$ cat config.mk
export PLATFORM = sky130hd
export DESIGN_NAME = aes_fifo_block_bridge
export DESIGN_NICKNAME = d
export VERILOG_FILES = /design/src/rtl/aes_fifo_block_bridge.sv
export SDC_FILE = /design/constraint.sdc
export NUM_CORES = 1
export LEC_CHECK = 0
export BUFFER_PORTS_ARGS = -buffer_cell sky130_fd_sc_hd__buf_4
export CAP_MARGIN = 10
export CORE_MARGIN = 2
export CORE_UTILIZATION = 50
export CTS_BUF_LIST = sky130_fd_sc_hd__clkbuf_4 sky130_fd_sc_hd__clkbuf_8
export DETAILED_ROUTE_END_ITERATION = 10
export PLACE_DENSITY = 0.74
export REMOVE_ABC_BUFFERS = 1
export SLEW_MARGIN = 20
export SYNTH_ARGS = -nofsm -noshare
export SYNTH_HDL_FRONTEND = slang
export SYNTH_SLANG_ARGS = --single-unit
$ cat constraint.sdc
create_clock -name clk_main_a0 -period 3.35 [get_ports clk_main_a0]
set_input_delay 0.8375 -clock clk_main_a0 [delete_from_list [all_inputs] [get_ports clk_main_a0]]
set_output_delay 0.8375 -clock clk_main_a0 [all_outputs]
set_load 0.02 [all_outputs]
$ cat src/rtl/aes_fifo_block_bridge.sv
// Bridges the host<->CL word FIFO pair to an AES core: packs words into blocks and splits results back into words.
// Build option AES_BRIDGE_LOOPBACK_EN: bypass the core and echo assembled blocks straight to the out FIFO.
module aes_fifo_block_bridge #(
  parameter  int DATA_W        = 32,
  parameter  int WORDS_PER_BLK = 4,
  parameter  int CNT_W         = 16,
  localparam int BLK_W         = DATA_W * WORDS_PER_BLK
) (
  input  logic              clk_main_a0,
  input  logic              rst_main_n_sync,
  input  logic              in_empty,
  output logic              in_rd,
  input  logic [DATA_W-1:0] in_dout,
  output logic              core_in_valid,
  input  logic              core_in_ready,
  output logic [BLK_W-1:0]  core_in_data,
  input  logic              core_out_valid,
  output logic              core_out_ready,
  input  logic [BLK_W-1:0]  core_out_data,
  input  logic              out_full,
  output logic              out_wr,
  output logic [DATA_W-1:0] out_din,
  output logic [CNT_W-1:0]  blk_in_cnt,
  output logic [CNT_W-1:0]  blk_out_cnt
);

  localparam int IDX_W = (WORDS_PER_BLK > 1) ? $clog2(WORDS_PER_BLK) : 1;
  localparam logic [IDX_W-1:0] LAST_IDX = IDX_W'(WORDS_PER_BLK - 1);

  typedef enum logic [2:0] {I_IDLE, I_REQ, I_WAIT, I_CAP, I_HOLD} ing_state_t;
  typedef enum logic {E_IDLE, E_PUSH} eg_state_t;

  ing_state_t        ing_state, ing_state_nxt;
  eg_state_t         eg_state, eg_state_nxt;
  logic [IDX_W-1:0]  k, k_nxt, j, j_nxt;
  logic              in_rd_nxt, core_in_valid_nxt, core_out_ready_nxt, out_wr_nxt;
  logic [BLK_W-1:0]  core_in_data_nxt, res_blk, res_blk_nxt, res_data;
  logic [DATA_W-1:0] out_din_nxt;
  logic [CNT_W-1:0]  blk_in_cnt_nxt, blk_out_cnt_nxt;
  logic              blk_xfer, res_xfer;

`ifdef AES_BRIDGE_LOOPBACK_EN
  localparam bit LOOPBACK = 1'b1;
  logic unused_core;
  assign unused_core = ^{core_in_ready, core_out_valid, core_out_data};
  // The held block moves straight into the egress latch once egress is idle.
  assign blk_xfer = (ing_state == I_HOLD) && (eg_state == E_IDLE);
  assign res_xfer = blk_xfer;
  assign res_data = core_in_data;
`else
  localparam bit LOOPBACK = 1'b0;
  assign blk_xfer = core_in_valid && core_in_ready;
  assign res_xfer = core_out_valid && core_out_ready;
  assign res_data = core_out_data;
`endif

  always_comb begin
    ing_state_nxt     = ing_state;
    in_rd_nxt         = 1'b0;
    core_in_valid_nxt = core_in_valid;
    core_in_data_nxt  = core_in_data;
    k_nxt             = k;
    blk_in_cnt_nxt    = blk_in_cnt;
    case (ing_state)
      I_IDLE: if (!in_empty) begin
        ing_state_nxt = I_REQ;
        in_rd_nxt     = 1'b1;
      end
      I_REQ: ing_state_nxt = I_WAIT;
      // FIFO read data is valid in the cycle after the pop was sampled.
      I_WAIT: begin
        ing_state_nxt = I_CAP;
        for (int w = 0; w < WORDS_PER_BLK; w++)
          if (k == IDX_W'(w)) core_in_data_nxt[BLK_W-1-w*DATA_W -: DATA_W] = in_dout;
      end
      I_CAP: if (k == LAST_IDX) begin
        ing_state_nxt     = I_HOLD;
        core_in_valid_nxt = !LOOPBACK;
      end else begin
        k_nxt = k + IDX_W'(1);
        if (!in_empty) begin
          ing_state_nxt = I_REQ;
          in_rd_nxt     = 1'b1;
        end else begin
          ing_state_nxt = I_IDLE;
        end
      end
      I_HOLD: if (blk_xfer) begin
        ing_state_nxt     = I_IDLE;
        core_in_valid_nxt = 1'b0;
        blk_in_cnt_nxt    = blk_in_cnt + CNT_W'(1);
        k_nxt             = '0;
      end
      default: ing_state_nxt = I_IDLE;
    endcase
  end

  always_comb begin
    eg_state_nxt       = eg_state;
    res_blk_nxt        = res_blk;
    j_nxt              = j;
    core_out_ready_nxt = core_out_ready;
    out_wr_nxt         = 1'b0;
    out_din_nxt        = out_din;
    blk_out_cnt_nxt    = blk_out_cnt;
    case (eg_state)
      E_IDLE: if (res_xfer) begin
        eg_state_nxt       = E_PUSH;
        res_blk_nxt        = res_data;
        core_out_ready_nxt = 1'b0;
        j_nxt              = '0;
      end else begin
        core_out_ready_nxt = !LOOPBACK;
      end
      // Words leave MSB-first; a full FIFO simply freezes the word index.
      E_PUSH: if (!out_full) begin
        out_wr_nxt = 1'b1;
        for (int w = 0; w < WORDS_PER_BLK; w++)
          if (j == IDX_W'(w)) out_din_nxt = res_blk[BLK_W-1-w*DATA_W -: DATA_W];
        if (j == LAST_IDX) begin
          eg_state_nxt       = E_IDLE;
          j_nxt              = '0;
          blk_out_cnt_nxt    = blk_out_cnt + CNT_W'(1);
          core_out_ready_nxt = !LOOPBACK;
        end else begin
          j_nxt = j + IDX_W'(1);
        end
      end
      default: eg_state_nxt = E_IDLE;
    endcase
  end

  always_ff @(posedge clk_main_a0 or negedge rst_main_n_sync) begin
    if (!rst_main_n_sync) begin
      ing_state      <= I_IDLE;
      eg_state       <= E_IDLE;
      k              <= '0;
      j              <= '0;
      in_rd          <= 1'b0;
      core_in_valid  <= 1'b0;
      core_in_data   <= '0;
      core_out_ready <= 1'b0;
      res_blk        <= '0;
      out_wr         <= 1'b0;
      out_din        <= '0;
      blk_in_cnt     <= '0;
      blk_out_cnt    <= '0;
    end else begin
      ing_state      <= ing_state_nxt;
      eg_state       <= eg_state_nxt;
      k              <= k_nxt;
      j              <= j_nxt;
      in_rd          <= in_rd_nxt;
      core_in_valid  <= core_in_valid_nxt;
      core_in_data   <= core_in_data_nxt;
      core_out_ready <= core_out_ready_nxt;
      res_blk        <= res_blk_nxt;
      out_wr         <= out_wr_nxt;
      out_din        <= out_din_nxt;
      blk_in_cnt     <= blk_in_cnt_nxt;
      blk_out_cnt    <= blk_out_cnt_nxt;
    end
  end

endmodule

== Word level (Yosys, flattened, before mapping) ==
Index checks and enable logic that the tools add are counted.

* Register bits after elaboration: 332
* Bits of input ports: 166
* Word-level logic and storage cells: 91

* Add/sub/neg operators: 4
* Equality and inequality tests: 17
* Muxes and demuxes: 32
* Bitwise gates (word level): 2
* Reductions and logical operators: 20

{| class="wikitable"
|+ Operators by type and width
! kind !! number
|-
| $mux W32 || 4
|-
| $add A16 B1 Y16 const B || 2
|-
| $reduce_and A2 Y1 || 9
|-
| $pmux W3 S5 || 1
|-
| $mux W1 || 13
|-
| $ne A2 B2 Y1 const B || 6
|-
| $reduce_and A3 Y1 || 4
|-
| $mux W2 || 5
|-
| $mux W3 || 3
|-
| $eq A2 B2 Y1 const B || 4
|-
| $pmux W1 S2 || 4
|-
| $pmux W2 S2 || 2
|-
| $eq A3 B2 Y1 const B || 2
|-
| $add A2 B1 Y2 const B || 2
|-
| $eq A2 B1 Y1 const B || 2
|-
| $logic_not A2 Y1 || 2
|-
| $reduce_bool A4 Y1 || 1
|-
| $eq A3 B1 Y1 const B || 1
|-
| $eq A3 B3 Y1 const B || 1
|-
| $logic_not A3 Y1 || 1
|-
| $logic_and A1 B1 Y1 || 2
|-
| $ne A2 B1 Y1 const B || 1
|-
| $not A1 Y1 || 2
|-
| $reduce_bool A2 Y1 || 1
|}

== Longest topological paths before layout ==
* Depth after elaboration: 5
* Gate-level depth with buffers: 8

== Worst setup path after synthesis ==
No wires, ideal clock.

* Kind: input to register
* Start point: in out_full
* End point: reg blk_out_cnt[13]
* Library setup time: 129 ps
* Data arrival time: 1689 ps
* Required time: 3221 ps
* Setup slack: 1532 ps
* Cell stages on the path: 4
* Buffers on the path: 0
* Cell sequence: nand2b_1 nor4_4 nand4_1 xnor2_1

* Cells in the longest elaborated chain, start to end: 2

{| class="wikitable"
|+ Ends and longest elaborated chain
! element !! RTL line !! source
|-
| from (decl) || 20 || <nowiki>input logic out_full,</nowiki>
|-
| $not A1 Y1 (no source line) || -- ||
|-
| $reduce_and A3 Y1 (no source line) || -- ||
|-
| to (signal assigned) || 161 || <nowiki>blk_out_cnt <= blk_out_cnt_nxt;</nowiki>
|-
| to (decl) || 24 || <nowiki>output logic [CNT_W-1:0] blk_out_cnt</nowiki>
|}

Every way passes these cells.
A chain may end at the register's enable or synchronous reset.

== Worst setup path after layout ==
* Start point: reg j[1]
* End point: reg out_din[0]

* Cells in the longest elaborated chain, start to end: 4
* Elaborated cells on any way between the ends: 9
* Classes of those cells: eq/ne (3); mux (3); reduce/logical (3)

{| class="wikitable"
|+ Ends and longest elaborated chain
! element !! RTL line !! source
|-
| from (decl) || 35 || <nowiki>logic [IDX_W-1:0] k, k_nxt, j, j_nxt;</nowiki>
|-
| from (signal assigned) || 152 || <nowiki>j <= j_nxt;</nowiki>
|-
| $eq A2 B1 Y1 || 119 || <nowiki>if (j == IDX_W'(w)) out_din_nxt = res_blk[BLK_W-1-w*DATA_W -: DATA_W];</nowiki>
|-
| $mux W32 (3 in series) || 119 ||
|-
| to (signal assigned) || 159 || <nowiki>out_din <= out_din_nxt;</nowiki>
|-
| to (decl) || 22 || <nowiki>output logic [DATA_W-1:0] out_din,</nowiki>
|}

Parallel ways exist; a longest one is shown, timed or not.

==> impl_metrics.env <==
export IMPL_coreArea_um2=27000
export IMPL_cts_hold_buffers=0
export IMPL_powerDensity_nw_per_um2=979
export IMPL_grt_max_degree=84
export IMPL_wl_per_cell_um=17.6
export IMPL_max_freq_mhz=477
export IMPL_place_gp_congestion=0.827
export IMPL_drc=0
export IMPL_finalSetupViolCount=0
export IMPL_crit_arrival_ns=2.53
export IMPL_dieHeight_um=170
export IMPL_syn_cell_area_um2=13700
export IMPL_start_kind="register"
export IMPL_worst_clock_skew_ns=0.0128
export IMPL_r2r_start="j[1]"
export IMPL_grt_pass1_vias=10524
export IMPL_postSynthCellCount=1244
export IMPL_fill_cells=2087
export IMPL_cts_buffers=52
export IMPL_port_buffers=361
export IMPL_dieArea_um2=28800
export IMPL_r2r_cells=6
export IMPL_start_util_pct=50.9
export IMPL_syn_to_final_growth_pct=29.7
export IMPL_cap_violations=0
export IMPL_min_path_type="primary input to async pin"
export IMPL_clk_latency_ns=0.56
export IMPL_ir_worst_vdd_v=0.000513
export IMPL_path_class="register to register"
export IMPL_syn_area_per_cell_um2=11.0
export IMPL_antenna_found_initial=1
export IMPL_yosys_register_bits=332
export IMPL_timing_rr_end="out_din[0]"
export IMPL_nets=1781
export IMPL_clkSinkCount=332
export IMPL_overflow=0
export IMPL_dp_hpwl_um=24100
export IMPL_synthTopCellsByArea="dfrtp_1 61%, mux2_1 11%, nand2_1 10%, mux2_2 2.7%, o21ai_1 1.9%"
export IMPL_cts_resized_gates=0
export IMPL_die_x_um=170
export IMPL_fp_row_count=60
export IMPL_cts_clk_slew_worst_paths_ns=0.06
export IMPL_first_pass_iters=5
export IMPL_ant_nets=0
export IMPL_avgViaCountPerCell=5.17
export IMPL_yosysMostFrequentCell="nand2_1"
export IMPL_gr_usage_all_layers_pct=24.3
export IMPL_swShare_pct=37.4
export IMPL_synth_seq_area_share_pct=60.6
export IMPL_final_area_um2=17800
export IMPL_root_buffer="clkbuf_8"
export IMPL_cp_required_ns=3.79
export IMPL_postPlaceCellArea_um2=16700
export IMPL_yosys_warnings=0
export IMPL_wl_um=34800
export IMPL_ys_types=38
export IMPL_status="complete, no violations"
export IMPL_synth_edff_count=0
export IMPL_netlist_area_leader_share_pct=60.6
export IMPL_reg2reg_slack_ns=1.25
export IMPL_netlist_top_cells_count="369 x nand2_1, 332 x dfrtp_1, 129 x mux2_1, 53 x o21ai_1, 39 x nor2_1"
export IMPL_comb_power_share_pct=40.7
export IMPL_synth_top_area_cell="dfrtp_1"
export IMPL_power_frac_seq_pct=39.2
export IMPL_cts_buffer_depth=3
export IMPL_intPower_mw=10.9
export IMPL_ys_async_sr_fraction_pct=100
export IMPL_htreeDepth=2
export IMPL_end_kind="register"
export IMPL_post_cts_buffers=0
export IMPL_rsz0062_at_grt="false"
export IMPL_slew_headroom_pct=38.7
export IMPL_vias=10248
export IMPL_slew_viol_final=0
export IMPL_finalCritPeriodShare_pct=62.6
export IMPL_critical_path_max_fanout=28
export IMPL_drt_iter0_markers=617
export IMPL_power_switching_mw=6.51
export IMPL_grt_pass1_wl_um=55100
export IMPL_drive_above_1_share_pct=31.5
export IMPL_period_minus_slack_ns=2.10
export IMPL_p_leak_nw=8.83
export IMPL_cts_tree="built"
export IMPL_fin_setup_tns_ns=0
export IMPL_io_pins=362
export IMPL_synth_flop_cell="dfrtp_1"
export IMPL_tightest_slew_ns=0.920
export IMPL_finalHoldViolations=0
export IMPL_clkPwrFrac_pct=20.1
-- registers in the layout, summed over array words and instances (netlist names) --
name            cells
eg_state            1
core_in_data      128
out_din            32
blk_in_cnt         16
out_wr              1
core_out_ready      1
ing_state           3
core_in_valid       1
j                   2
blk_out_cnt        16
res_blk           128
in_rd               1
k                   2
-- power groups by stage --
stage	sequential [mW]	combinational, mW	clock, mW
after floorplan	7.91	3.04	0
after global placement	6.79	6.95	0
after detailed placement	6.88	7.12	0
after CTS	6.83	7.15	3.58
after global routing	7.03	7.73	3.76
final	6.83	7.08	3.50
-- layout by cell type (no fill, tap or decap), drive strengths merged, types with 6 or more instances in the layout --
master  netlist  final
a21oi        34     34
a31oi        33     33
buf          40    379
clkbuf       32     84
clkinv        0      7
dfrtp       332    332
ha           10     10
inv          40     40
mux2        162    162
nand2       369    369
nand3        13     13
nand4         8      8
nor2         40     40
o21ai        68     68
xnor2        25     25
xor2          6      6
-- through the flow --
step	util [%]	power, mW	worst slack [ns]	hold slack [ns]	std cells
floorplan	-	10.9	-2.93	0.440	1172
global placement	62.0	13.7	1.08	0.452	1892
detailed placement	62.0	14.0	1.02	0.457	1892
CTS	66.0	17.6	1.25	0.284	1983
global route	66.0	18.5	1.05	0.313	1984
finish	66.0	17.4	1.25	0.280	1984
-- cells by family (layout without fill, tap and decap cells) --
kind of cell,after synthesis,after routing,share of synthesized area (%)
XOR/XNOR,31,31,1.98
adder cells (fa/ha/maj),10,10,0.912
buffers and inverters,112,510,4.04
AO/OA/AOI/OAI,138,138,5.43
flip-flops,332,332,60.6
multiplexers,164,164,13.4
AND/OR/NAND/NOR,457,457,13.6
other,0,1,0
-- cell type report --
class	instances	area [um^2]	share of cell area, %
clock inverter	7	35.0	0.197
timing repair buffer	379	2940	16.5
clock buffer	84	1060	5.94
tap	341	427	2.40
antenna	1	2.50	0.0141
inverter	40	150	0.844
sequential	332	8310	46.7
multi-input combinational	800	4870	27.4
-- critical path: stages (launching register included) --
cell,delay [ns]
dfrtp_1,0.40
inv_1,0.10
ha_2,0.28
buf_4,0.45
mux2_2,0.39
o21ai_0,0.20
a31oi_1,0.11
-- metal layers --
layer,global-route usage [%],wire length [um],up-vias
met5,0,0,-
met4,8.25,1010,0
met3,6.34,2900,68
met2,40.5,16600,385
met1,30.9,14400,4978
li1,-,-,4817
-- worst max-delay path by stage --
stage	cells after the start	endpoint	start	slack [ns]
after floorplan	3	res_blk[46]	core_out_valid	-2.93
after global placement	6	out_din[3]	out_full	1.08
after detailed placement	6	out_din[28]	out_full	1.02
after CTS	3	core_in_data[41]	ing_state[2]	1.25
after global routing	6	out_din[0]	j[0]	1.05
final	6	out_din[0]	j[1]	1.25
Note: power is estimated with default switching activity, not from simulation.
